File: config.mk
export PLATFORM = sky130hd
export DESIGN_NAME = rca_config_loader
export DESIGN_NICKNAME = d
export VERILOG_FILES = /design/src/rtl/rca_config_loader.sv
export SDC_FILE = /design/constraint.sdc
export NUM_CORES = 1
export LEC_CHECK = 0
export BUFFER_PORTS_ARGS = -buffer_cell sky130_fd_sc_hd__buf_2
export CAP_MARGIN = 20
export CORE_MARGIN = 2
export CORE_UTILIZATION = 35
export CTS_CLUSTER_SIZE = 25
export DETAILED_ROUTE_END_ITERATION = 12
export GPL_ROUTABILITY_DRIVEN = 0
export PLACE_DENSITY = 0.7
export SKIP_LAST_GASP = 1
export SYNTH_ARGS = -nofsm -noshare
export SYNTH_HDL_FRONTEND = slang
export SYNTH_SLANG_ARGS = --single-unit
File: constraint.sdc
create_clock -name clk -period 3.1 [get_ports clk]
set_input_delay 0.62 -clock clk [delete_from_list [all_inputs] [get_ports clk]]
set_output_delay 0.62 -clock clk [all_outputs]
set_load 0.01 [all_outputs]
File: src/rtl/rca_config_loader.sv
// RCA config loader: turns a header/entry word stream into
// single-cycle write strobes toward the RCA config register file.
module rca_config_loader #(
  parameter int NUM_RCAS           = 4,
  parameter int NUM_READ_PORTS     = 4,
  parameter int NUM_WRITE_PORTS    = 2,
  parameter int GRID_NUM_ROWS      = 4,
  parameter int NUM_GRID_MUXES     = 64,
  parameter int GRID_MUX_INPUTS    = 16,
  parameter int IO_UNIT_MUX_INPUTS = 8
) (
  input  logic clk,
  input  logic rst_n,
  input  logic [31:0] cfg_data,
  input  logic cfg_valid,
  output logic cfg_ready,
  output logic [$clog2(NUM_RCAS)-1:0] rca_sel,
  output logic cpu_fb_reg_addr_wr_en,
  output logic cpu_nfb_reg_addr_wr_en,
  output logic cpu_src_dest_port,
  output logic [$clog2(NUM_READ_PORTS)-1:0] cpu_port_sel,
  output logic [4:0] cpu_reg_addr,
  output logic grid_mux_wr_en,
  output logic [$clog2(NUM_GRID_MUXES)-1:0] grid_mux_addr,
  output logic [$clog2(GRID_MUX_INPUTS)-1:0] new_grid_mux_sel,
  output logic io_mux_wr_en,
  output logic [$clog2(GRID_NUM_ROWS)-1:0] io_mux_addr,
  output logic [$clog2(IO_UNIT_MUX_INPUTS)-1:0] new_io_mux_sel,
  output logic rca_result_mux_wr_en,
  output logic [$clog2(NUM_WRITE_PORTS)-1:0] rca_result_mux_addr,
  output logic [$clog2(GRID_NUM_ROWS)-1:0] new_rca_result_mux_sel,
  output logic rca_io_inp_use_wr_en,
  output logic [GRID_NUM_ROWS-1:0] new_rca_io_inp_use,
  output logic busy,
  output logic done,
  output logic error,
  output logic [15:0] entry_count
);

  localparam int RW  = $clog2(NUM_RCAS);
  localparam int PW  = $clog2(NUM_READ_PORTS);
  localparam int GAW = $clog2(NUM_GRID_MUXES);
  localparam int GSW = $clog2(GRID_MUX_INPUTS);
  localparam int IAW = $clog2(GRID_NUM_ROWS);
  localparam int ISW = $clog2(IO_UNIT_MUX_INPUTS);
  localparam int RAW = $clog2(NUM_WRITE_PORTS);
  localparam int RSW = $clog2(GRID_NUM_ROWS);

  typedef enum logic [1:0] {
    IDLE, LOAD, SKIP, DONE
  } state_t;

  state_t state, state_nx;

  logic [2:0]  op;
  logic [31:0] addr32;
  logic [31:0] idx32;
  logic is_hdr, hdr_ok, in_rng, acc;
  logic wr_ok, err_set, hdr_take;
  logic unused_bits;

  assign unused_bits = ^cfg_data[15:5];

  assign cfg_ready = (state != DONE);
  assign busy      = (state != IDLE);
  assign done      = (state == DONE);

  always_comb begin
    op     = cfg_data[31:29];
    addr32 = {19'd0, cfg_data[28:16]};
    idx32  = {24'd0, cfg_data[7:0]};
    is_hdr = (cfg_data[31:24] == 8'hC5);
    hdr_ok = is_hdr && (idx32 < NUM_RCAS);
    acc    = cfg_valid && cfg_ready;
    unique case (op)
      3'd0:    in_rng = addr32 < NUM_READ_PORTS;
      3'd1,
      3'd2,
      3'd5:    in_rng = addr32 < NUM_WRITE_PORTS;
      3'd3:    in_rng = addr32 < NUM_GRID_MUXES;
      3'd4:    in_rng = addr32 < GRID_NUM_ROWS;
      default: in_rng = 1'b1;
    endcase
  end

  always_comb begin
    state_nx = state;
    wr_ok    = 1'b0;
    err_set  = 1'b0;
    hdr_take = 1'b0;
    unique case (state)
      IDLE: if (acc) begin
        if (hdr_ok) begin
          hdr_take = 1'b1;
          state_nx = LOAD;
        end else begin
          err_set = 1'b1;
        end
      end
      // header words carry op 6, so test magic before treating as IOUSE
      LOAD: if (acc) begin
        if (is_hdr || !in_rng) begin
          err_set  = 1'b1;
          state_nx = SKIP;
        end else if (op == 3'd7) begin
          state_nx = DONE;
        end else begin
          wr_ok = 1'b1;
        end
      end
      SKIP: if (acc && op == 3'd7) state_nx = DONE;
      DONE: state_nx = IDLE;
      default: state_nx = IDLE;
    endcase
  end

  always_ff @(posedge clk or negedge rst_n) begin
    if (!rst_n) state <= IDLE;
    else        state <= state_nx;
  end

  always_ff @(posedge clk or negedge rst_n) begin
    if (!rst_n) begin
      rca_sel                <= '0;
      cpu_fb_reg_addr_wr_en  <= 1'b0;
      cpu_nfb_reg_addr_wr_en <= 1'b0;
      cpu_src_dest_port      <= 1'b0;
      cpu_port_sel           <= '0;
      cpu_reg_addr           <= '0;
      grid_mux_wr_en         <= 1'b0;
      grid_mux_addr          <= '0;
      new_grid_mux_sel       <= '0;
      io_mux_wr_en           <= 1'b0;
      io_mux_addr            <= '0;
      new_io_mux_sel         <= '0;
      rca_result_mux_wr_en   <= 1'b0;
      rca_result_mux_addr    <= '0;
      new_rca_result_mux_sel <= '0;
      rca_io_inp_use_wr_en   <= 1'b0;
      new_rca_io_inp_use     <= '0;
      error                  <= 1'b0;
      entry_count            <= '0;
    end else begin
      cpu_fb_reg_addr_wr_en  <= wr_ok && (op == 3'd0 || op == 3'd1);
      cpu_nfb_reg_addr_wr_en <= wr_ok && (op == 3'd2);
      grid_mux_wr_en         <= wr_ok && (op == 3'd3);
      io_mux_wr_en           <= wr_ok && (op == 3'd4);
      rca_result_mux_wr_en   <= wr_ok && (op == 3'd5);
      rca_io_inp_use_wr_en   <= wr_ok && (op == 3'd6);
      if (hdr_take) rca_sel <= cfg_data[RW-1:0];
      if (wr_ok && op <= 3'd2) begin
        cpu_src_dest_port <= (op != 3'd0);
        cpu_port_sel      <= cfg_data[16 +: PW];
        cpu_reg_addr      <= cfg_data[4:0];
      end
      if (wr_ok && op == 3'd3) begin
        grid_mux_addr    <= cfg_data[16 +: GAW];
        new_grid_mux_sel <= cfg_data[0 +: GSW];
      end
      if (wr_ok && op == 3'd4) begin
        io_mux_addr    <= cfg_data[16 +: IAW];
        new_io_mux_sel <= cfg_data[0 +: ISW];
      end
      if (wr_ok && op == 3'd5) begin
        rca_result_mux_addr    <= cfg_data[16 +: RAW];
        new_rca_result_mux_sel <= cfg_data[0 +: RSW];
      end
      if (wr_ok && op == 3'd6)
        new_rca_io_inp_use <= cfg_data[GRID_NUM_ROWS-1:0];
      if (hdr_take)     error <= 1'b0;
      else if (err_set) error <= 1'b1;
      if (hdr_take)
        entry_count <= '0;
      else if (wr_ok && entry_count != 16'hFFFF)
        entry_count <= entry_count + 16'd1;
    end
  end

endmodule
==> results of run 1 <==
-- power breakdown --
part,switching (mW),internal [mW],total (mW)
clock,0.295,0.493,0.788
combinational,0.291,0.232,0.522
sequential,0.0632,0.851,0.914
total,0.649,1.58,2.22
-- final timing paths --
path	from	endpoint	slack [ns]	cells after the start
max	cfg_data[25]	grid_mux_addr[0]	0.57	7
min	rst_n	io_mux_addr[0]	0.24	1
max reg2reg	state[1]	entry_count[13]	0.71	8
min reg2reg	rca_sel[0]	rca_sel[0]	0.48	2
max in group asynchronous	rst_n	state[1]	2.18	2
min in group clk	rca_sel[0]	rca_sel[0]	0.48	2
-- flip-flops by register name, indices dropped and copies added (netlist names), 2 cells and up --
| signal | count |
|---|---|
| entry_count | 16 |
| grid_mux_addr | 6 |
| cpu_reg_addr | 5 |
| new_grid_mux_sel | 4 |
| new_rca_io_inp_use | 4 |
| new_io_mux_sel | 3 |
| cpu_port_sel | 2 |
| io_mux_addr | 2 |
| new_rca_result_mux_sel | 2 |
| rca_sel | 2 |
| state | 2 |
-- synth_stat cells, types with 2 or more instances --
cell / count
sky130_fd_sc_hd__xor2_1: 8
sky130_fd_sc_hd__clkbuf_1: 3
sky130_fd_sc_hd__or3_1: 6
sky130_fd_sc_hd__and3_1: 3
sky130_fd_sc_hd__nand3_1: 7
sky130_fd_sc_hd__buf_2: 2
sky130_fd_sc_hd__o31ai_1: 3
sky130_fd_sc_hd__nand4_1: 8
sky130_fd_sc_hd__nor2_1: 17
sky130_fd_sc_hd__mux2_1: 2
sky130_fd_sc_hd__nand2b_1: 4
sky130_fd_sc_hd__ha_1: 5
sky130_fd_sc_hd__and2_1: 2
sky130_fd_sc_hd__nor3_1: 3
sky130_fd_sc_hd__o21ai_0: 8
sky130_fd_sc_hd__nor3_2: 2
sky130_fd_sc_hd__nand3b_1: 2
sky130_fd_sc_hd__nor4_1: 3
sky130_fd_sc_hd__a31oi_1: 2
sky130_fd_sc_hd__mux2_2: 27
sky130_fd_sc_hd__nand2_1: 18
sky130_fd_sc_hd__nor4_4: 2
sky130_fd_sc_hd__dfrtp_1: 57
sky130_fd_sc_hd__buf_4: 3
sky130_fd_sc_hd__inv_1: 8
sky130_fd_sc_hd__a21oi_1: 8
sky130_fd_sc_hd__or4_1: 4
-- kinds of logic after synthesis --
kind of cell | count (synthesis) | share of synthesized area
AOI/OAI and AO/OA | 27 | 0.0664
xor gates and xnor gates | 8 | 0.0262
adders and majority gates | 5 | 0.0234
buffers and inverters | 16 | 0.0276
DFF | 57 | 0.533
muxes | 30 | 0.126
and+or+nand+nor | 89 | 0.198
-- cells in the final DEF (no fill, tap or decap), drive strengths merged, types with 4 or more instances in the layout --
master  Yosys  layout
dfrtp      57      57
or4         4       4
nand2b      4       4
inv         8       8
ha          5       5
clkbuf      3      11
mux2       29      29
nand4       9       9
nor2       18      18
buf         5      95
or3         6       6
nand2      19      19
nand3       7       7
nor4        5       5
xor2        8       8
nor3        5       5
a21oi       8       8
o21ai       8       8
-- per-stage QoR --
stage	cell area, µm²	hold WS, ns
2_1_floorplan	2680	0.324
3_3_place_gp	3260	0.460
3_5_place_dp	3260	0.467
4_1_cts	3490	0.251
5_1_grt	3490	0.263
6_report	3490	0.243
-- per-layer routing --
| metal | routed length (µm) | track usage | vias up | part of all wire |
|---|---|---|---|---|
| li1 | - | - | 1034 | - |
| met1 | 2700 | 0.195 | 1025 | 0.43 |
| met2 | 3120 | 0.252 | 59 | 0.50 |
| met3 | 396 | 0.0523 | 7 | 0.063 |
| met4 | 82 | 0.0606 | 0 | 0.013 |
| met5 | 0 | 0 | - | 0 |
-- cell type report --
class,count,area share
multi-input cells,159,0.337
well taps,99,0.0355
repair buffers,95,0.144
clock buffers,11,0.0434
clock inverters,5,0.0222
flip-flops and latches,57,0.409
inverters,8,0.00861
-- critical path: stages --
cell and delay, ns:
sky130_fd_sc_hd__buf_2 0.09, sky130_fd_sc_hd__or3_1 0.39, sky130_fd_sc_hd__or4b_4 0.55, sky130_fd_sc_hd__a22o_4 0.27, sky130_fd_sc_hd__nor4_4 0.28, sky130_fd_sc_hd__buf_4 0.20, sky130_fd_sc_hd__mux2_2 0.34
==> metrics, run 1 <==
proportion of synthesized chip area in sequential cells 0.533; CTS HTree Levels 3; number of buffers inserted by port buffering between 80 and 90; count of final max-slew check failures 0; setup TNS 0 ns; minimum clock period after layout 2.53 ns; biggest area contributors in the synthesized netlist sky130_fd_sc_hd__dfrtp_1 (53%), sky130_fd_sc_hd__mux2_2 (11%), sky130_fd_sc_hd__xor2_1 (2.6%); type of the worst setup path primary input to flip-flop; overall routing resource usage 0.157; Worst EP required 3.32 ns; hpwl dp 4700 µm; Nets 370; number of clock sinks 57; Post-synth EDFFs 0; kind of launch point of the worst setup path primary input; Resized cells post-CTS 0; asr flop ratio synth 1.00; maximum achievable frequency 395 MHz; headroom to the max-slew limit 0.541; die area 8360 µm²; LEAKAGE 1.85 nW; Avg Inst Size Synth 11.5 µm²; pwr/cell area 638 nW/µm²; initial core utilization 0.365; final antenna diode count 0; First DRT Iteration DRCs 84; number of warning messages in the yosys log 0; area fraction of the dominant cell type after synthesis 0.533; hold buffer count at CTS 0; count of boundary I/O pins 93; source-to-sink clock delay at the later pin of the worst-skew pair 0.33 ns; class of the tightest hold or removal check primary input to asynchronous set/reset pin; Post-CTS Setup Inserts 0; Vias per Instance 4.90; antenna viol nets, final 0; die outline width between 90 and 100 µm; worst-case setup margin in the final layout 0.569 ns; Fin Clk Skew 0.00901 ns; post-CTS clock slew at the launch and capture registers of the worst setup and hold paths about 0.070 ns; fraction of final layout cells with drive strength greater than 1 0.448; number of different library cells in the post-synthesis netlist between 40 and 50; non-filler cells, final 434; Primary FF master, synth sky130_fd_sc_hd__dfrtp_1; number of filler instances in the final layout 706; setup repair after global routing missed its margin no; actual slew at the worst max-slew pin a little under 0.7 ns; final core area utilization 0.476; Synthesized Nets between 200 and 300; number of global-route vias before repair 2,097; DRC violation count after routing 0; cells after synthesis 232; critical path peak fanout 5; outcome complete, no violations; area of the mapped netlist 2680 µm²; antenna violations before repair 0; multi-input gate area in the final layout 1180 µm²; Crit. End Element flip-flop; final hold vios 0; clock root buffer sky130_fd_sc_hd__clkbuf_8; placed instance count 418; mean routed wirelength per cell ~15 µm; deepest clock path buffer count 2; number of placement rows 31; peak supply drop 0.377 mV; count of endpoints failing setup in the final report 0; cell taking the most area after synthesis sky130_fd_sc_hd__dfrtp_1; total chip power between 2 and 2.5 mW; grt ovf 0; pin count of the biggest net entering global routing 24; #FFs+latches synth 57; area of the core 7330 µm²; drt first pass iters 4; CTS tree done; flip-flop and latch area 1430 µm²; Inserted Clock Buffers 9; max-capacitance violation count 0; final routed wirelength across all metal layers between 6000 and 7000 µm; Syn-to-layout area delta 30.3%; vias 2,125; die height 91.4 µm; worst endpoint data arrival time 2.75 ns; first-pass GRT wire length around 10,000 µm; Placement Setup Slack around 0.22 ns; share of the clock period used by the worst path 0.816
No activity file was read; power rests on OpenSTA's default activity.
==> inputs of run 2 (changes only) <==
--- a/config.mk
+++ b/config.mk
@@ -12,7 +12,7 @@
 export CTS_CLUSTER_SIZE = 25
 export DETAILED_ROUTE_END_ITERATION = 12
 export GPL_ROUTABILITY_DRIVEN = 0
-export PLACE_DENSITY = 0.7
+export PLACE_DENSITY = 0.73
 export SKIP_LAST_GASP = 1
 export SYNTH_ARGS = -nofsm -noshare
 export SYNTH_HDL_FRONTEND = slang
==> constraint.sdc (replaced) <==
create_clock -name clk -period 2.19 [get_ports clk]
set_input_delay 0.438 -clock clk [delete_from_list [all_inputs] [get_ports clk]]
set_output_delay 0.438 -clock clk [all_outputs]
set_load 0.01 [all_outputs]
==> metrics, run 2 (synthesis gave the netlist of run 1 again) <==
outcome complete, no violations (unchanged); Placement Setup Slack -0.351 ns (was 0.216 ns); antenna violations before repair 0 (unchanged); final antenna diode count 0 (unchanged); Crit. End Element flip-flop (unchanged); hpwl dp 4940 µm (was 4700 µm); hold buffer count at CTS 0 (unchanged); cell area after placement 3470 µm² (was 3260 µm²); die area 8360 µm² (unchanged); commonest cells after routing, fill and taps aside sky130_fd_sc_hd__buf_2 (84), sky130_fd_sc_hd__dfrtp_1 (57), sky130_fd_sc_hd__buf_4 (30), sky130_fd_sc_hd__nand2_1 (18) (was sky130_fd_sc_hd__buf_2 (84), sky130_fd_sc_hd__dfrtp_1 (57), sky130_fd_sc_hd__mux2_2 (27), sky130_fd_sc_hd__nand2_1 (18), sky130_fd_sc_hd__nor2_1 (17)); total chip power 3.23 mW (was 2.22 mW); Worst EP required 2.42 ns (was 3.32 ns); internal portion of total power 2.27 mW (was 1.58 mW); worst endpoint data arrival time 2.40 ns (was 2.75 ns); post-CTS clock slew at the launch and capture registers of the worst setup and hold paths 0.07 ns (about the same); number of filler instances in the final layout 656 (was 706); actual slew at the worst max-slew pin 0.528 ns (was 0.682 ns); First DRT Iteration DRCs 80 (was 84); largest registers ranked by flip-flop count entry_count (16), grid_mux_addr (6), cpu_reg_addr (5) (unchanged); final core area utilization 0.509 (was 0.476); vias 2,223 (was 2,125); Syn-to-layout area delta 39.6% (was 30.3%); share of the clock period used by the worst path 0.987; clock root buffer sky130_fd_sc_hd__clkbuf_8 (unchanged); die outline width 91.4 µm (unchanged); number of clock sinks 57 (unchanged); cell area after layout 3730 µm² (was 3490 µm²); DRC violation count after routing 0 (unchanged); setup repair after global routing missed its margin yes (was no); count of endpoints failing setup in the final report 0 (unchanged); most flop-heavy register entry_count (unchanged); antenna viol nets, final 0 (unchanged); Reg power frac 0.401 (was 0.411); CTS tree done (unchanged); maximum achievable frequency about 460 MHz; Vias per Instance 4.89 (was 4.90); smallest hold slack 0.0340 ns (was 0.243 ns); Fin Clk Skew 0.00642 ns (was 0.00901 ns); source-to-sink clock delay at the later pin of the worst-skew pair 0.35 ns (was 0.33 ns); number of placement rows 31 (unchanged); overall routing resource usage 0.164 (was 0.157); LEAKAGE 1.98 nW (was 1.85 nW); Net Sw Frac 0.296 (was 0.292); headroom to the max-slew limit 0.645 (was 0.541); number of global-route vias before repair 2,177 (was 2,097); total net switching power 955 µW (was 649 µW); combinational fraction of design power 0.260 (was 0.235); grt ovf 0 (unchanged); minimum clock period after layout 2.16 ns; drt first pass iters 4 (unchanged); Inserted Clock Buffers 9 (unchanged); class of the tightest hold or removal check primary input to asynchronous set/reset pin (unchanged); type of the worst setup path primary input to flip-flop (unchanged); Largest register FFs 16 (unchanged); first-pass GRT wire length 10,600 µm (was 10,300 µm); count of final max-slew check failures 0 (unchanged); count of boundary I/O pins 93 (unchanged); mean routed wirelength per cell 14.4 µm (was 14.5 µm); pin count of the biggest net entering global routing 22 (was 24); deepest clock path buffer count 2 (unchanged); number of buffers inserted by port buffering 84 (unchanged); max-capacitance violation count 0 (unchanged); die height 91.4 µm (unchanged); pwr/cell area 865 nW/µm² (was 638 nW/µm²); final routed wirelength across all metal layers 6550 µm (was 6300 µm); final hold vios 0 (unchanged); worst-case setup margin in the final layout 0.0275 ns (was 0.569 ns); area of the core 7330 µm² (unchanged); critical path peak fanout 7 (was 5); kind of launch point of the worst setup path primary input (unchanged); clock network fraction of design power 0.339 (was 0.354); fraction of final layout cells with drive strength greater than 1 0.497 (was 0.448); initial core utilization 0.365 (unchanged); Nets 391 (was 370); CTS HTree Levels 3 (unchanged); peak supply drop 0.374 mV (was 0.377 mV); leading cell type in the layout, fill and taps excluded sky130_fd_sc_hd__buf_2 (unchanged)
run 2: cell count changes in the layout (fill, tap and decap cells not counted), moves of 2 or more:
cell / before / now
sky130_fd_sc_hd__buf_4: 11 / 30
sky130_fd_sc_hd__buf_6: 0 / 2
sky130_fd_sc_hd__mux2_1: 2 / 0
sky130_fd_sc_hd__mux2_2: 27 / 17
sky130_fd_sc_hd__mux2_4: 0 / 12
sky130_fd_sc_hd__nor3_1: 3 / 1
run 2: area by class of cell:
type	instances	area [µm²]	area share
Inverter	8	30.0	0.00804
Sequential cell	57	1430	0.382
Clock inverter	5	78.8	0.0211
Clock buffer	11	141	0.0379
Multi-Input combinational cell	159	1270	0.339
Timing Repair Buffer	116	668	0.179
Tap cell	99	124	0.0332
run 2: worst paths after layout:
check	start	endpoint	slack (ns)	cells past startpoint
worst min-delay path	rst_n	new_rca_io_inp_use[3]	0.03	1
max in group asynchronous	rst_n	entry_count[14]	1.51	2
min in group clk	cfg_data[30]	cpu_fb_reg_addr_wr_en	0.32	2
worst max register to register	entry_count[0]	entry_count[12]	0.16	9
worst min register to register	new_grid_mux_sel[0]	new_grid_mux_sel[0]	0.50	1
worst max-delay path	cfg_data[25]	grid_mux_addr[5]	0.03	7
run 2: power groups by stage:
stage | clock, mW | combinational, mW | sequential [mW]
global placement | 0 | 0.790 | 1.31
global route | 1.18 | 0.921 | 1.31
finish | 1.09 | 0.840 | 1.30
detailed placement | 0 | 0.811 | 1.31
CTS | 1.11 | 0.843 | 1.30
floorplan | 0 | 0.409 | 1.37
run 2: critical path: stages:
cell,delay (ns)
sky130_fd_sc_hd__buf_2,0.10
sky130_fd_sc_hd__or3_4,0.39
sky130_fd_sc_hd__or4b_4,0.50
sky130_fd_sc_hd__a22o_4,0.27
sky130_fd_sc_hd__nor4_4,0.16
sky130_fd_sc_hd__buf_4,0.22
sky130_fd_sc_hd__mux2_4,0.31
run 2: timing repair:
item                       4_1_cts  5_1_grt
resized for setup                1        3
setup buffers                    3        1
setup endpoints to repair        4       15
pin swaps                        1        3
run 2: routing by layer:
| layer | vias to the layer above | wire length [µm] | GRT usage |
|---|---|---|---|
| li1 | 1073 | - | - |
| met1 | 1085 | 2920 | 0.215 |
| met2 | 57 | 3200 | 0.252 |
| met3 | 8 | 311 | 0.0515 |
| met4 | 0 | 117 | 0.0657 |
| met5 | - | 0 | 0 |
run 2: per-stage QoR:
stage / setup TNS (ns) / std cells
global placement: -11.74 / 435
finish: 0 / 455
floorplan: -4.45 / 232
CTS: 0 / 454
detailed placement: -12.61 / 435
global route: -0.0198 / 455
==> inputs of run 3 (changes only) <==
--- a/config.mk
+++ b/config.mk
@@ -8,11 +8,11 @@
 export BUFFER_PORTS_ARGS = -buffer_cell sky130_fd_sc_hd__buf_2
 export CAP_MARGIN = 20
 export CORE_MARGIN = 2
-export CORE_UTILIZATION = 35
+export CORE_UTILIZATION = 25
 export CTS_CLUSTER_SIZE = 25
 export DETAILED_ROUTE_END_ITERATION = 12
 export GPL_ROUTABILITY_DRIVEN = 0
-export PLACE_DENSITY = 0.73
+export PLACE_DENSITY = 0.58
 export SKIP_LAST_GASP = 1
 export SYNTH_ARGS = -nofsm -noshare
 export SYNTH_HDL_FRONTEND = slang
==> metrics, run 3 (synthesis gave the netlist of run 1 again) <==
count of boundary I/O pins 93 (unchanged); Worst EP required 2.42 ns (about the same); cell area after layout 3850 µm² (was 3730 µm²); Net Sw Frac 0.305 (was 0.296); die outline width 107 µm (was 91.4 µm); CTS tree done (unchanged); antenna violations before repair 0 (unchanged); source-to-sink clock delay at the later pin of the worst-skew pair 0.34 ns (was 0.35 ns); Placement Setup Slack -0.377 ns (was -0.351 ns); number of cells traversed by the worst hold path 2; Inserted Clock Buffers 9 (unchanged); maximum achievable frequency 455 MHz (was 462 MHz); total chip power 3.16 mW (was 3.23 mW); Vias per Instance 4.51 (was 4.89); Crit. End Element flip-flop (unchanged); critical path cell sequence buf_6, or3_4, or4b_4, a22o_4, nor4_4, buf_6, mux2_2 (was buf_2, or3_4, or4b_4, a22o_4, nor4_4, buf_4, mux2_4); number of filler instances in the final layout 1,076 (was 656); CP max-delay cell sky130_fd_sc_hd__or4b_4 (unchanged); commonest cells after routing, fill and taps aside sky130_fd_sc_hd__buf_2 (83), sky130_fd_sc_hd__dfrtp_1 (57), sky130_fd_sc_hd__buf_4 (30) (was sky130_fd_sc_hd__buf_2 (84), sky130_fd_sc_hd__dfrtp_1 (57), sky130_fd_sc_hd__buf_4 (30), sky130_fd_sc_hd__nand2_1 (18)); Reg2Reg Depth 8 (was 9); peak supply drop 0.321 mV (was 0.374 mV); number of clock sinks 57 (unchanged); worst endpoint data arrival time 2.43 ns (was 2.40 ns); worst-case setup margin in the final layout -0.00670 ns (was 0.0275 ns); violated checks setup timing; hpwl dp 5300 µm (was 4940 µm); final hold vios 0 (unchanged); first-pass GRT wire length 11,900 µm (was 10,600 µm); minimum clock period after layout 2.20 ns (was 2.16 ns); Worst path top cell family by delay simple AND/OR/NAND/NOR gates (unchanged); total net switching power 965 µW (was 955 µW); count of buffering cells on the critical path with inverters included 2 (unchanged); Reg power frac 0.412 (was 0.401); number of global-route vias before repair 2,279 (was 2,177); largest registers ranked by flip-flop count entry_count (16), grid_mux_addr (6), cpu_reg_addr (5) (unchanged); pwr/cell area 821 nW/µm² (was 865 nW/µm²); max-capacitance violation count 0 (unchanged); LEAKAGE 2.01 nW (was 1.98 nW); Fin Clk Skew 0.0119 ns (was 0.00642 ns); setup repair after global routing missed its margin yes (unchanged); pin count of the biggest net entering global routing 50 (was 22); count of endpoints failing setup in the final report 1 (was 0); cell area after placement 3560 µm² (was 3470 µm²); Largest register FFs 16 (unchanged); clock network fraction of design power 0.320 (was 0.339); type of the worst setup path primary input to flip-flop (unchanged); die area 11,500 µm² (was 8360 µm²); most flop-heavy register entry_count (unchanged); outcome complete, but fails checks (was complete, no violations); number of buffers inserted by port buffering 84 (unchanged); final routed wirelength across all metal layers 7070 µm (was 6550 µm); post-CTS clock slew at the launch and capture registers of the worst setup and hold paths 0.07 ns (about the same); initial core utilization 0.258 (was 0.365); headroom to the max-slew limit 0.739 (was 0.645); die height 107 µm (was 91.4 µm); placed instance count 476 (was 435); share of the clock period used by the worst path 1.00 (was 0.987); deepest clock path buffer count 2 (unchanged); CTS HTree Levels 3 (unchanged); overall routing resource usage 0.133 (was 0.164); DRC violation count after routing 0 (unchanged); internal portion of total power 2.19 mW (was 2.27 mW); grt ovf 0 (unchanged); class of the tightest hold or removal check primary input to flip-flop (was primary input to asynchronous set/reset pin); smallest hold slack 0.342 ns (was 0.0340 ns); non-filler cells, final 496 (was 455); actual slew at the worst max-slew pin 0.382 ns (was 0.528 ns); First DRT Iteration DRCs 76 (was 80); fraction of final layout cells with drive strength greater than 1 0.514 (was 0.497); cell mode on critical path sky130_fd_sc_hd__buf_6; mean routed wirelength per cell 14.2 µm (was 14.4 µm); largest incremental delay on the critical path 0.52 ns (was 0.50 ns); count of final max-slew check failures 0 (unchanged); CP Depth 7 (unchanged); vias 2,235 (was 2,223); final antenna diode count 0 (unchanged); kind of launch point of the worst setup path primary input (unchanged); area of the core 10,400 µm² (was 7330 µm²); Syn-to-layout area delta 43.8% (was 39.6%); drt first pass iters 4 (unchanged); clock root buffer sky130_fd_sc_hd__clkbuf_8 (unchanged); Nets 395 (was 391); number of placement rows 37 (was 31); critical path peak fanout 5 (was 7); combinational fraction of design power 0.268 (was 0.260); antenna viol nets, final 0 (unchanged); leading cell type in the layout, fill and taps excluded sky130_fd_sc_hd__buf_2 (unchanged)
[run 3: area by class of cell]
class | instances | area, µm² | share of cell area
flip-flops and latches | 57 | 1430 | 0.371
multi-input cells | 159 | 1290 | 0.335
repair buffers | 120 | 727 | 0.189
well taps | 136 | 170 | 0.0442
clock buffers | 11 | 151 | 0.0393
clock inverters | 5 | 53.8 | 0.0140
inverters | 8 | 30.0 | 0.00780
[run 3: power groups by stage]
| stage | combinational, mW | sequential [mW] | clock [mW] |
|---|---|---|---|
| 6_report | 0.847 | 1.30 | 1.01 |
| 5_1_grt | 0.954 | 1.32 | 1.09 |
| 4_1_cts | 0.852 | 1.30 | 1.04 |
| 3_5_place_dp | 0.829 | 1.32 | 0 |
| 3_3_place_gp | 0.811 | 1.31 | 0 |
| 2_1_floorplan | 0.409 | 1.37 | 0 |
[run 3: timing repair]
action | in CTS | in global routing
gates resized for setup | 0 | 12
pin swaps | 1 | 5
buffers inserted | 2 | 1
endpoints found under the setup margin | 4 | 30
hold buffers | 1 | 0
endpoints found under the hold margin | 8 | 0
[run 3: metrics by stage]
stage / util / TNS [ns]
finish: 0.371 / -0.00670
global route: 0.371 / -0.360
CTS: 0.365 / -0.00552
detailed placement: 0.343 / -12.66
global placement: 0.343 / -12.06
floorplan: - / -4.45
[run 3: worst paths after layout]
check                        startpoint             endpoint  slack, ns
setup / recovery           cfg_data[25]  new_grid_mux_sel[0]     -0.007
hold / removal              cfg_data[4]      cpu_reg_addr[4]       0.34
setup reg to reg               state[1]      entry_count[11]       0.15
hold reg to reg              rca_sel[0]           rca_sel[0]       0.48
max in group asynchronous         rst_n       entry_count[4]       1.13
min in group asynchronous         rst_n      entry_count[15]       0.50
[run 3: metal layers]
layer / global-route usage / wire length (µm)
met1: 0.176 / 3250
met2: 0.202 / 3360
met3: 0.0430 / 316
met4: 0.0485 / 136
met5: 0 / 0
